$ cat src/rtl/cpu_pkg.sv
// Shared types for the write-back stage: data word, register address,
// pending-write queue entry and the halt sequencing states.
package cpu_pkg;

  localparam int unsigned DATA_W = 16;
  localparam int unsigned NREG   = 16;
  localparam int unsigned REG_AW = 4;

  typedef logic [DATA_W-1:0] block;
  typedef logic [REG_AW-1:0] reg_addr_t;

  typedef struct packed {
    reg_addr_t addr;
    block      data;
  } wb_entry_t;

  typedef enum logic [1:0] {
    HALT_RUN,
    HALT_DRAIN,
    HALT_DONE
  } halt_state_e;

  function automatic wb_entry_t make_entry(input reg_addr_t addr, input block data);
    wb_entry_t e;
    e.addr = addr;
    e.data = data;
    return e;
  endfunction

endpackage

$ cat src/rtl/wb_queue.sv
// Pending-write FIFO: entry 0 is always the head (oldest). Up to two
// pushes and one pop per cycle; all entries are exposed for searching.
module wb_queue
  import cpu_pkg::*;
#(
  parameter int unsigned QDEPTH = 2
) (
  input  logic                           clk,
  input  logic                           rst,
  input  logic                           i_pop,
  input  logic                           i_push0,
  input  wb_entry_t                      i_push0_entry,
  input  logic                           i_push1,
  input  wb_entry_t                      i_push1_entry,
  output logic [$clog2(QDEPTH+1)-1:0]    o_count,
  output wb_entry_t                      o_entries [QDEPTH]
);

  localparam int unsigned CNT_W = $clog2(QDEPTH + 1);

  wb_entry_t        r_ent [QDEPTH];
  wb_entry_t        w_ent [QDEPTH];
  logic [CNT_W-1:0] r_cnt;
  logic [CNT_W-1:0] w_cnt;

  // Pop shifts everything down first, then pushes append at the new tail
  // in order (push0 older than push1).
  always_comb begin
    w_ent = r_ent;
    w_cnt = r_cnt;
    if (i_pop) begin
      for (int unsigned i = 0; i + 1 < QDEPTH; i++) begin
        w_ent[i] = r_ent[i+1];
      end
      w_ent[QDEPTH-1] = '0;
      w_cnt = r_cnt - 1'b1;
    end
    if (i_push0) begin
      for (int unsigned i = 0; i < QDEPTH; i++) begin
        if (CNT_W'(i) == w_cnt) w_ent[i] = i_push0_entry;
      end
      w_cnt = w_cnt + 1'b1;
    end
    if (i_push1) begin
      for (int unsigned i = 0; i < QDEPTH; i++) begin
        if (CNT_W'(i) == w_cnt) w_ent[i] = i_push1_entry;
      end
      w_cnt = w_cnt + 1'b1;
    end
  end

  always_ff @(posedge clk or negedge rst) begin
    if (!rst) begin
      for (int unsigned i = 0; i < QDEPTH; i++) begin
        r_ent[i] <= '0;
      end
      r_cnt <= '0;
    end else begin
      r_ent <= w_ent;
      r_cnt <= w_cnt;
    end
  end

  assign o_count   = r_cnt;
  assign o_entries = r_ent;

endmodule

$ cat src/rtl/reg_writeback.sv
// Write-back stage and register file: serialises mem/exe writes in program
// order through wb_queue. Optional read bypass under `REG_BYPASS_EN.
module reg_writeback
  import cpu_pkg::*;
#(
  parameter int unsigned QDEPTH = 2
) (
  input  logic              clk,
  input  logic              rst,
  input  logic              mem_wr_en,
  input  logic [3:0]        mem_wr_addr,
  input  logic [DATA_W-1:0] mem_wr_data,
  input  logic              exe_wr_en,
  input  logic [3:0]        exe_wr_addr,
  input  logic [DATA_W-1:0] exe_wr_data,
  input  logic [3:0]        rd_addr1,
  input  logic [3:0]        rd_addr2,
  output logic [DATA_W-1:0] rd_data1,
  output logic [DATA_W-1:0] rd_data2,
  input  logic              do_halt,
  output logic              stall,
  output logic              halted,
  output logic              overflow_err
);

  localparam int unsigned CNT_W = $clog2(QDEPTH + 1);

  block             r_regs [NREG];
  halt_state_e      r_halt_state;
  halt_state_e      w_halt_next;
  logic             r_ovf;

  logic [CNT_W-1:0] w_count;
  wb_entry_t        w_entries [QDEPTH];
  logic             w_stall;
  logic             w_head_vld;
  logic             w_mem_acc;
  logic             w_exe_acc;
  wb_entry_t        w_mem_ent;
  wb_entry_t        w_exe_ent;
  logic             w_rf_we;
  wb_entry_t        w_rf_ent;
  logic             w_push0;
  wb_entry_t        w_push0_ent;
  logic             w_push1;
  wb_entry_t        w_push1_ent;

  assign w_stall    = (w_count == CNT_W'(QDEPTH));
  assign w_head_vld = (w_count != '0);
  assign w_mem_acc  = mem_wr_en && !w_stall && (r_halt_state != HALT_DONE);
  assign w_exe_acc  = exe_wr_en && !w_stall && (r_halt_state != HALT_DONE);
  assign w_mem_ent  = make_entry(mem_wr_addr, mem_wr_data);
  assign w_exe_ent  = make_entry(exe_wr_addr, exe_wr_data);

  // Oldest candidate (head, then mem, then exe) goes to the array; the
  // rest are pushed in the same relative order.
  always_comb begin
    w_rf_we     = 1'b0;
    w_rf_ent    = '0;
    w_push0     = 1'b0;
    w_push0_ent = '0;
    w_push1     = 1'b0;
    w_push1_ent = '0;
    if (w_head_vld) begin
      w_rf_we  = 1'b1;
      w_rf_ent = w_entries[0];
      if (w_mem_acc) begin
        w_push0     = 1'b1;
        w_push0_ent = w_mem_ent;
        w_push1     = w_exe_acc;
        w_push1_ent = w_exe_ent;
      end else begin
        w_push0     = w_exe_acc;
        w_push0_ent = w_exe_ent;
      end
    end else if (w_mem_acc) begin
      w_rf_we     = 1'b1;
      w_rf_ent    = w_mem_ent;
      w_push0     = w_exe_acc;
      w_push0_ent = w_exe_ent;
    end else if (w_exe_acc) begin
      w_rf_we  = 1'b1;
      w_rf_ent = w_exe_ent;
    end
  end

  wb_queue #(
    .QDEPTH (QDEPTH)
  ) u_queue (
    .clk           (clk),
    .rst           (rst),
    .i_pop         (w_head_vld),
    .i_push0       (w_push0),
    .i_push0_entry (w_push0_ent),
    .i_push1       (w_push1),
    .i_push1_entry (w_push1_ent),
    .o_count       (w_count),
    .o_entries     (w_entries)
  );

  always_ff @(posedge clk or negedge rst) begin
    if (!rst) begin
      for (int unsigned i = 0; i < NREG; i++) begin
        r_regs[i] <= '0;
      end
    end else if (w_rf_we) begin
      r_regs[w_rf_ent.addr] <= w_rf_ent.data;
    end
  end

  always_ff @(posedge clk or negedge rst) begin
    if (!rst) begin
      r_halt_state <= HALT_RUN;
      r_ovf        <= 1'b0;
    end else begin
      r_halt_state <= w_halt_next;
      r_ovf        <= r_ovf | (w_stall && (mem_wr_en || exe_wr_en));
    end
  end

  always_comb begin
    w_halt_next = r_halt_state;
    case (r_halt_state)
      HALT_RUN: begin
        if (do_halt) w_halt_next = HALT_DRAIN;
      end
      HALT_DRAIN: begin
        if (!w_head_vld && !mem_wr_en && !exe_wr_en) w_halt_next = HALT_DONE;
      end
      HALT_DONE: w_halt_next = HALT_DONE;
      default:   w_halt_next = HALT_RUN;
    endcase
  end

`ifdef REG_BYPASS_EN
  // Later matches overwrite earlier ones, so the youngest pending value wins.
  function automatic block read_port(input reg_addr_t a);
    block v;
    v = r_regs[a];
    for (int unsigned i = 0; i < QDEPTH; i++) begin
      if (CNT_W'(i) < w_count && w_entries[i].addr == a) v = w_entries[i].data;
    end
    if (w_mem_acc && mem_wr_addr == a) v = mem_wr_data;
    if (w_exe_acc && exe_wr_addr == a) v = exe_wr_data;
    return v;
  endfunction

  always_comb begin
    rd_data1 = read_port(rd_addr1);
    rd_data2 = read_port(rd_addr2);
  end
`else
  always_comb begin
    rd_data1 = r_regs[rd_addr1];
    rd_data2 = r_regs[rd_addr2];
  end
`endif

  assign stall        = w_stall;
  assign halted       = (r_halt_state == HALT_DONE);
  assign overflow_err = r_ovf;

endmodule

$ cat config.mk
export PLATFORM = sky130hd
export DESIGN_NAME = reg_writeback
export DESIGN_NICKNAME = d
export VERILOG_FILES = /design/src/rtl/cpu_pkg.sv /design/src/rtl/wb_queue.sv /design/src/rtl/reg_writeback.sv
export SDC_FILE = /design/constraint.sdc
export NUM_CORES = 1
export LEC_CHECK = 0
export CAP_MARGIN = 0
export CELL_PAD_IN_SITES_DETAIL_PLACEMENT = 1
export CELL_PAD_IN_SITES_GLOBAL_PLACEMENT = 2
export CORE_ASPECT_RATIO = 0.6
export CORE_MARGIN = 4
export CORE_UTILIZATION = 30
export DETAILED_ROUTE_END_ITERATION = 8
export PLACE_DENSITY_LB_ADDON = 0.1
export SYNTH_ARGS = -nofsm -noshare
export SYNTH_HDL_FRONTEND = slang
export SYNTH_SLANG_ARGS = --single-unit
$ cat constraint.sdc
create_clock -name clk -period 4.5 [get_ports clk]
set_input_delay 1.125 -clock clk [delete_from_list [all_inputs] [get_ports clk]]
set_output_delay 1.125 -clock clk [all_outputs]
set_load 0.02 [all_outputs]
-- Word-level counts from Yosys, hierarchy flattened
Cells that the tools add are included.
- input port bits: 53
- output and inout bits: 35
- word-level logic and storage cells: 96
- flip-flop bits (word level): 301
- add/sub/neg operators: 3
- equal/unequal tests: 8
- multiplexer cells: 36
- reduce and logical (&&, ||, !) cells: 18
- $lt $le $gt $ge: 4
- bitwise logic cells: 4
- operators by type and width (cell ; count):
    bitwise mux 256 bit ; 1
    2-to-1 mux 20 bit ; 11
    binary-select mux 16 bit (select 4 bit) ; 2
    2-to-1 mux 40 bit ; 3
    2-to-1 mux 16 bit ; 5
    demux 16 bit (select 4 bit) ; 1
    greater-or-equal comparator 5 bit, second input constant ; 3
    NOT 4 -> 5 bit ; 3
    2-to-1 mux 2 bit ; 5
    logical AND 1 bit ; 8
    2-to-1 mux 1 bit ; 7
    logical NOT 2 bit ; 3
    inequality test 2 bit, second input constant ; 3
    one-hot mux 2 bit (3 select lines) ; 1
    less-than comparator 5 x 1 -> 1 bit, second input constant ; 1
    adder 2 x 1 -> 2 bit, second input constant ; 2
    equality test 1 x 2 -> 1 bit, first input constant ; 2
    equality test 2 bit, second input constant ; 2
    logical NOT 1 bit ; 4
    equality test 2 x 1 -> 1 bit, second input constant ; 1
    AND reduction 2 bit ; 1
    nonzero test 2 bit ; 1
    subtractor 2 x 1 -> 2 bit, second input constant ; 1
    logical OR 1 bit ; 1
    bitwise OR 1 bit ; 1

-- Logic depth before layout (Yosys ltp)
Gate-level depths: netlist (run 1).
- depth after elaboration: 13
- mapped depth: 12
- gate-level depth less buffers: 10

-- Modules after synthesis
From an unflattened synthesis (run 1), not the netlist that was laid out.
- cells, all modules: 1138
- area total of the unflattened synthesis: 17235.3 µm²
- modules (own cells, without submodules) (module ; times used ; cells an instance ; area an instance (µm²)):
    reg_writeback ; 1 ; 938 ; 14637.8
    wb_queue ; 1 ; 200 ; 2597.5

-- Worst setup path after synthesis (run 1)
Ideal clock, no wire load.
- path kind: input -> output
- from: in rd_addr1[0]
- to: out rd_data1[10]
- stages: 4
- required time: 3.375 ns
- path slack: 0.403 ns
- path buffers: 2
- arrival time: 2.972 ns
- cell sequence: buf_2 buf_1 mux4_2 mux4_2
- word-level cells in the longest chain between the ends: 4
- RTL lines (element ; line ; RTL):
    from (decl) ; reg_writeback.sv:16 ; input logic [3:0] rd_addr1,
    NOT 4 -> 5 bit (implied by the code) ; reg_writeback.sv:154 ; rd_data1 = r_regs[rd_addr1];
    binary-select mux 16 bit (select 4 bit) ; reg_writeback.sv:154 ;
    2-to-1 mux 16 bit (implied by the code) (2 in series) ; reg_writeback.sv:154 ;
    to (decl) ; reg_writeback.sv:18 ; output logic [DATA_W-1:0] rd_data1,
No other way between the ends. The select of a mux whose other input is x is not followed.

-- Worst setup path after layout (run 1)
- from: in rd_addr2[0]
- to: out rd_data2[10]
- word-level cells in the longest chain between the ends: 4
- RTL lines (element ; line ; RTL):
    from (decl) ; reg_writeback.sv:17 ; input logic [3:0] rd_addr2,
    NOT 4 -> 5 bit (implied by the code) ; reg_writeback.sv:155 ; rd_data2 = r_regs[rd_addr2];
    binary-select mux 16 bit (select 4 bit) ; reg_writeback.sv:155 ;
    2-to-1 mux 16 bit (implied by the code) (2 in series) ; reg_writeback.sv:155 ;
    to (decl) ; reg_writeback.sv:19 ; output logic [DATA_W-1:0] rd_data2,
No other way between the ends. The select of a mux whose other input is x is not followed.

==> results.cfg, run 1 <==
[grt]
overflow = 0
antenna_found_initial = 0
gr-usage-all-layers_pct = 18.76
grt_pass1_vias = 11548
grt_pass1_wl_um = 82480
grt_max_degree = 90

[placement]
place_area_um2 = 18630
io_buffers = 87
placed_cells = 1861
dp_worst_setup_slack_ns = 0.1082
globalplace.congestion = 0.7084
dpl.hpwl_um = 34400

[logic_synthesis]
ys_seq_elements = 301
ys_top_cells_by_count = dfrtp_1, mux2_2, mux4_2
synth.area.top_cells = dfrtp_1, mux4_2, mux2_2
synth_top_cell_by_area = dfrtp_1
async_flop_share_pct = 100.0
yosysTopAreaCellShare_pct = 45.52
avgSynthCellArea_um2 = 15.15
synth_cells = 1092
synth_ff_type = dfrtp_1
synthMostInstantiatedCell = dfrtp_1
ys_types = 65
ys_seq_area_share_pct = 45.52
synth_edf_count = 0
syn_area_um2 = 16550
syn_nets = 1150
yosysWarnings = 0

[routing]
antenna_left = 0
drt_iter0_markers = 654
dr.pass1.iters = 5
wl_per_cell_um = 28.43
dr_total_vias = 10630
via_per_inst = 5.536
wl_um = 54580
drt_drc_violations_left = 0

[floorplanning]
core-area_um2 = 54340
initial_core_util_pct = 30.45
die_w_um = 311.2
dieArea_um2 = 59100
rows = 66
die_h_um = 189.9
io_pins = 88

[sta]
max_slew_margin_pct = 41.25
setup_slack_ns = 0.1297
tns_ns = 0
final_max_slew_viol_count = 0
min_period_ns = 4.370
max_freq_ghz = 0.2288
period_share_pct = 97.12
setup_viol = 0
rsz0062_at_grt = false
fin_worst_skew_ns = 0.02134
worst_pin_slew_ns = 0.8813
hold_viol = 0

[setup_path]
crit_arrival_ns = 3.25
r2r_start = r_halt_state[0]
crit_fanout = 9
ff2ff_path_depth = 8
r2r_end = r_regs[131]
path_buf_inv = 3
critical_path_required_ns = 3.38
cp-start-kind = input pin
rrSetupSlack_ns = 1.38
worstSetupPathType = in2out
crit_path_end_kind = primary output
cpPeakStageDelay_ns = 0.56
path_delay_family = buffers and inverters
slowest_stage = clkdlybuf4s50_1
crit_chain = buf_4, buf_4, mux4_2, mux4_2, clkdlybuf4s50_1

[clock_network]
postCtsResizedCells = 0
cts_buffers = 34
cts_tree = done
numClockSinks = 301
cts.hold.buffers_added = 0
cts_buffer_depth = 3
clk_latency_ns = 0.53
ctsHtreeMaxLevel = 2
path_clk_slew_ns = 0.06
cts_setup_buffers = 0
root_buffer = clkbuf_16

[finish]
num_antenna_cells = 0
fin_cells = 1920
syn_to_final_growth_pct = 19.10
nets = 1241
drive_above_1_share_pct = 47.84
fin_area_um2 = 19710

[power]
p_leak_nw = 8.274
power_mw = 12.99
peakVddDrop_mv = 0.2763
power.density_nw_per_um2 = 659.3

[hold_path]
holdCritPathClass = reg2reg
hp-start = overflow_err
holdPathStages = 1
whs_endpoint = overflow_err

[status]
outcome = complete, no violations

[flow_run]
max-cap-violations = 0
## kinds of logic after synthesis
group	Yosys count	synth area share [%]
multiplexers	417	39.95
flip-flops	301	45.52
AO/OA/AOI/OAI	137	6.518
AND/OR/NAND/NOR	122	3.947
buffers and inverters	109	3.630
adder cells (fa/ha/maj)	6	0.4386
## state kept, by name, indices dropped and copies added, names as in the netlist
signal / count
r_regs: 256
u_queue.o_entries: 40
r_halt_state: 2
u_queue.o_count: 2
overflow_err: 1
## cell type report
class	count	area, um^2
Inverter	6	22.52
Timing Repair Buffer	158	1737
Clock buffer	50	1035
Sequential cell	301	7532
Fill cell	5524	34630
Multi-Input combinational cell	682	8441
Clock inverter	9	47.55
Tap cell	714	893.4
## worst max-delay path by stage
stage	from	to	slack, ns	cells after the start
finish	rd_addr2[0]	rd_data2[10]	0.13	5
global route	rd_addr2[0]	rd_data2[14]	0.06	5
CTS	rd_addr2[0]	rd_data2[2]	0.1	5
detailed placement	rd_addr2[0]	rd_data2[10]	0.11	5
global placement	rd_addr2[0]	rd_data2[6]	0.13	5
floorplan	rd_addr1[0]	rd_data1[10]	0.40	4
## per-layer routing
metal  vias to the layer above  GRT usage (%)  part of all wire (%)
met5                         -              0                     0
li1                       4459              -                     -
met3                        52          3.277                   4.4
met4                         0          3.104                   1.4
met2                       218          28.55                    44
met1                      5901          28.46                    50
## layout by cell type (no fill, tap or decap), types with 6 or more instances in the layout
cell type	count
inv_1	6
clkbuf_16	37
mux2_2	219
mux2_1	8
clkinv_2	8
a22o_1	38
nor2_2	7
nor2_1	31
a31oi_1	20
dfrtp_1	301
nand2_1	50
buf_12	29
a21oi_1	25
nand3_1	9
buf_4	52
mux4_2	160
clkbuf_1	7
clkdlybuf4s50_1	74
a221oi_1	16
clkbuf_8	6
mux2_4	30
## power by group
part / switching (mW) / internal (mW) / leakage (nW)
registers: 0.829 / 3.82 / 3.88
clock network: 1.18 / 1.59 / 0.539
logic: 2.65 / 2.92 / 3.85
## worst register-to-register path: stages (launching register included)
cell	delay (ns)
dfrtp_1	0.39
inv_1	0.09
ha_1	0.48
and2b_1	0.37
nand3_1	0.29
a21o_1	0.37
a211o_1	0.20
buf_4	0.41
mux2_2	0.41
## per-stage QoR
| step | hold slack, ns | util (%) |
|---|---|---|
| 2_1_floorplan | 0.4631 | - |
| 3_3_place_gp | 0.4605 | 34.28 |
| 3_5_place_dp | 0.4748 | 34.28 |
| 4_1_cts | 0.4983 | 36.27 |
| 5_1_grt | 0.5191 | 36.27 |
| 6_report | 0.4949 | 36.27 |
Power figures use the tool's default switching activity.
==> inputs of run 2 (changes only) <==
--- a/config.mk
+++ b/config.mk
@@ -8,7 +8,7 @@
 export CAP_MARGIN = 0
 export CELL_PAD_IN_SITES_DETAIL_PLACEMENT = 1
 export CELL_PAD_IN_SITES_GLOBAL_PLACEMENT = 2
-export CORE_ASPECT_RATIO = 0.6
+export CORE_ASPECT_RATIO = 1.75
 export CORE_MARGIN = 4
 export CORE_UTILIZATION = 30
 export DETAILED_ROUTE_END_ITERATION = 8
==> results.cfg, run 2 (same netlist as run 1, synthesis figures left out) <==
[clock_network]
postCtsResizedCells = 0
cts_buffers = 35
path_clk_slew_ns = 0.05
root_buffer = clkbuf_16
numClockSinks = 301
cts.hold.buffers_added = 0
clk_latency_ns = 0.52
cts_setup_buffers = 0
cts_buffer_depth = 3
cts_tree = done
ctsHtreeMaxLevel = 2

[grt]
grt_pass1_vias = 11832
gr-usage-all-layers_pct = 18.43
grt_max_degree = 81
antenna_found_initial = 1
overflow = 0
grt_pass1_wl_um = 81240

[routing]
via_per_inst = 5.503
drt_iter0_markers = 585
wl_um = 53930
wl_met1_um = 21630
dr_total_vias = 10450
top_layer = met4
drt_drc_violations_left = 0
wl_met3_um = 1504
antenna_left = 0
dr.pass1.iters = 4
dr_wl_met2_um = 29190
wl_per_cell_um = 28.40

[sta]
final_max_slew_viol_count = 0
period_share_pct = 96.68
fin_worst_skew_ns = 0.01392
tns_ns = 0
hold_viol = 0
worst_pin_slew_ns = 0.9754
setup_slack_ns = 0.1492
rsz0062_at_grt = false
min_period_ns = 4.351
max_freq_ghz = 0.2298
setup_viol = 0
max_slew_margin_pct = 34.98
holdWs_ns = 0.4785

[power]
p_leak_nw = 8.268
peakVddDrop_mv = 0.2988
power.density_nw_per_um2 = 656.7

[setup_path]
crit_path_end_kind = primary output
cpPeakStageDelay_ns = 0.57
crit_fanout = 8
crit_chain = buf_4, buf_4, mux4_2, mux4_2, clkdlybuf4s50_1
crit_arrival_ns = 3.23
slowest_stage = clkdlybuf4s50_1
worstSetupPathType = in2out
cp-start-kind = input pin
path_buf_inv = 3
critical_path_required_ns = 3.38
path_delay_family = buffers and inverters

[floorplanning]
initial_core_util_pct = 30.40
die_h_um = 318.7
io_pins = 88
rows = 113
dieArea_um2 = 59130
die_w_um = 185.5
core-area_um2 = 54430

[finish]
drive_above_1_share_pct = 47.97
top_register = r_regs
layout_common_cells = dfrtp_1, mux2_2, mux4_2
seqCellArea_um2 = 7532
fill_cells = 5471
largest_register_ffs = 256
final_common_cell = dfrtp_1
syn_to_final_growth_pct = 18.70
nets = 1245
fin_area_um2 = 19640
num_antenna_cells = 0
multi_input_area_um2 = 8433

[placement]
place_area_um2 = 18580
globalplace.congestion = 0.7358
dp_worst_setup_slack_ns = 0.1019
io_buffers = 87
dpl.hpwl_um = 35250

[flow_run]
max-cap-violations = 0

[hold_path]
holdCritPathClass = reg2reg

[status]
outcome = complete, no violations
[run 2: worst paths after layout]
check                                        end       startpoint  slack [ns]  cells after the start
min in group asynchronous            r_regs[206]              rst        0.58                      1
max reg2reg                          r_regs[129]  r_halt_state[0]        1.40                      8
min                                 overflow_err     overflow_err        0.48                      1
max in group asynchronous  u_queue.o_entries[31]              rst        2.95                      2
min reg2reg                         overflow_err     overflow_err        0.48                      1
max                                 rd_data2[10]      rd_addr2[0]        0.15                      5
[run 2: routing by layer]
layer | vias up | global-route usage [%]
met2 | 181 | 33.37
li1 | 4457 | -
met1 | 5739 | 22.91
met4 | 0 | 5.153
met5 | - | 0
met3 | 73 | 2.240
[run 2: worst reg2reg max path, delay by kind of cell, from the launching register on]
kind	cells	cell delay, ns
compound gates	2	0.54
mux	1	0.40
buf+inv	2	0.48
fa+ha+maj	1	0.51
flops	1	0.39
simple gates	2	0.66
[run 2: area by class of cell]
| cell class | instances | share of cell area [%] |
|---|---|---|
| Inverter | 6 | 0.1147 |
| Timing Repair Buffer | 161 | 8.804 |
| Clock inverter | 7 | 0.2102 |
| Tap cell | 690 | 4.395 |
| Clock buffer | 52 | 5.192 |
| Multi-Input combinational cell | 682 | 42.94 |
| Sequential cell | 301 | 38.35 |
[run 2: per-stage QoR]
step / instances / power [mW] / util, %
5_1_grt: 1899 / 13.68 / 36.08
2_1_floorplan: 1092 / 8.243 / -
4_1_cts: 1899 / 13.14 / 36.08
6_report: 1899 / 12.90 / 36.08
3_3_place_gp: 1840 / 10.18 / 34.13
3_5_place_dp: 1840 / 10.33 / 34.13
[run 2: where the power goes]
group          switching (mW)  total [mW]  internal (mW)
Combinational            2.58        5.49           2.92
Clock                    1.18        2.74           1.56
Sequential              0.842        4.66           3.82
Total                    4.60        12.9           8.30
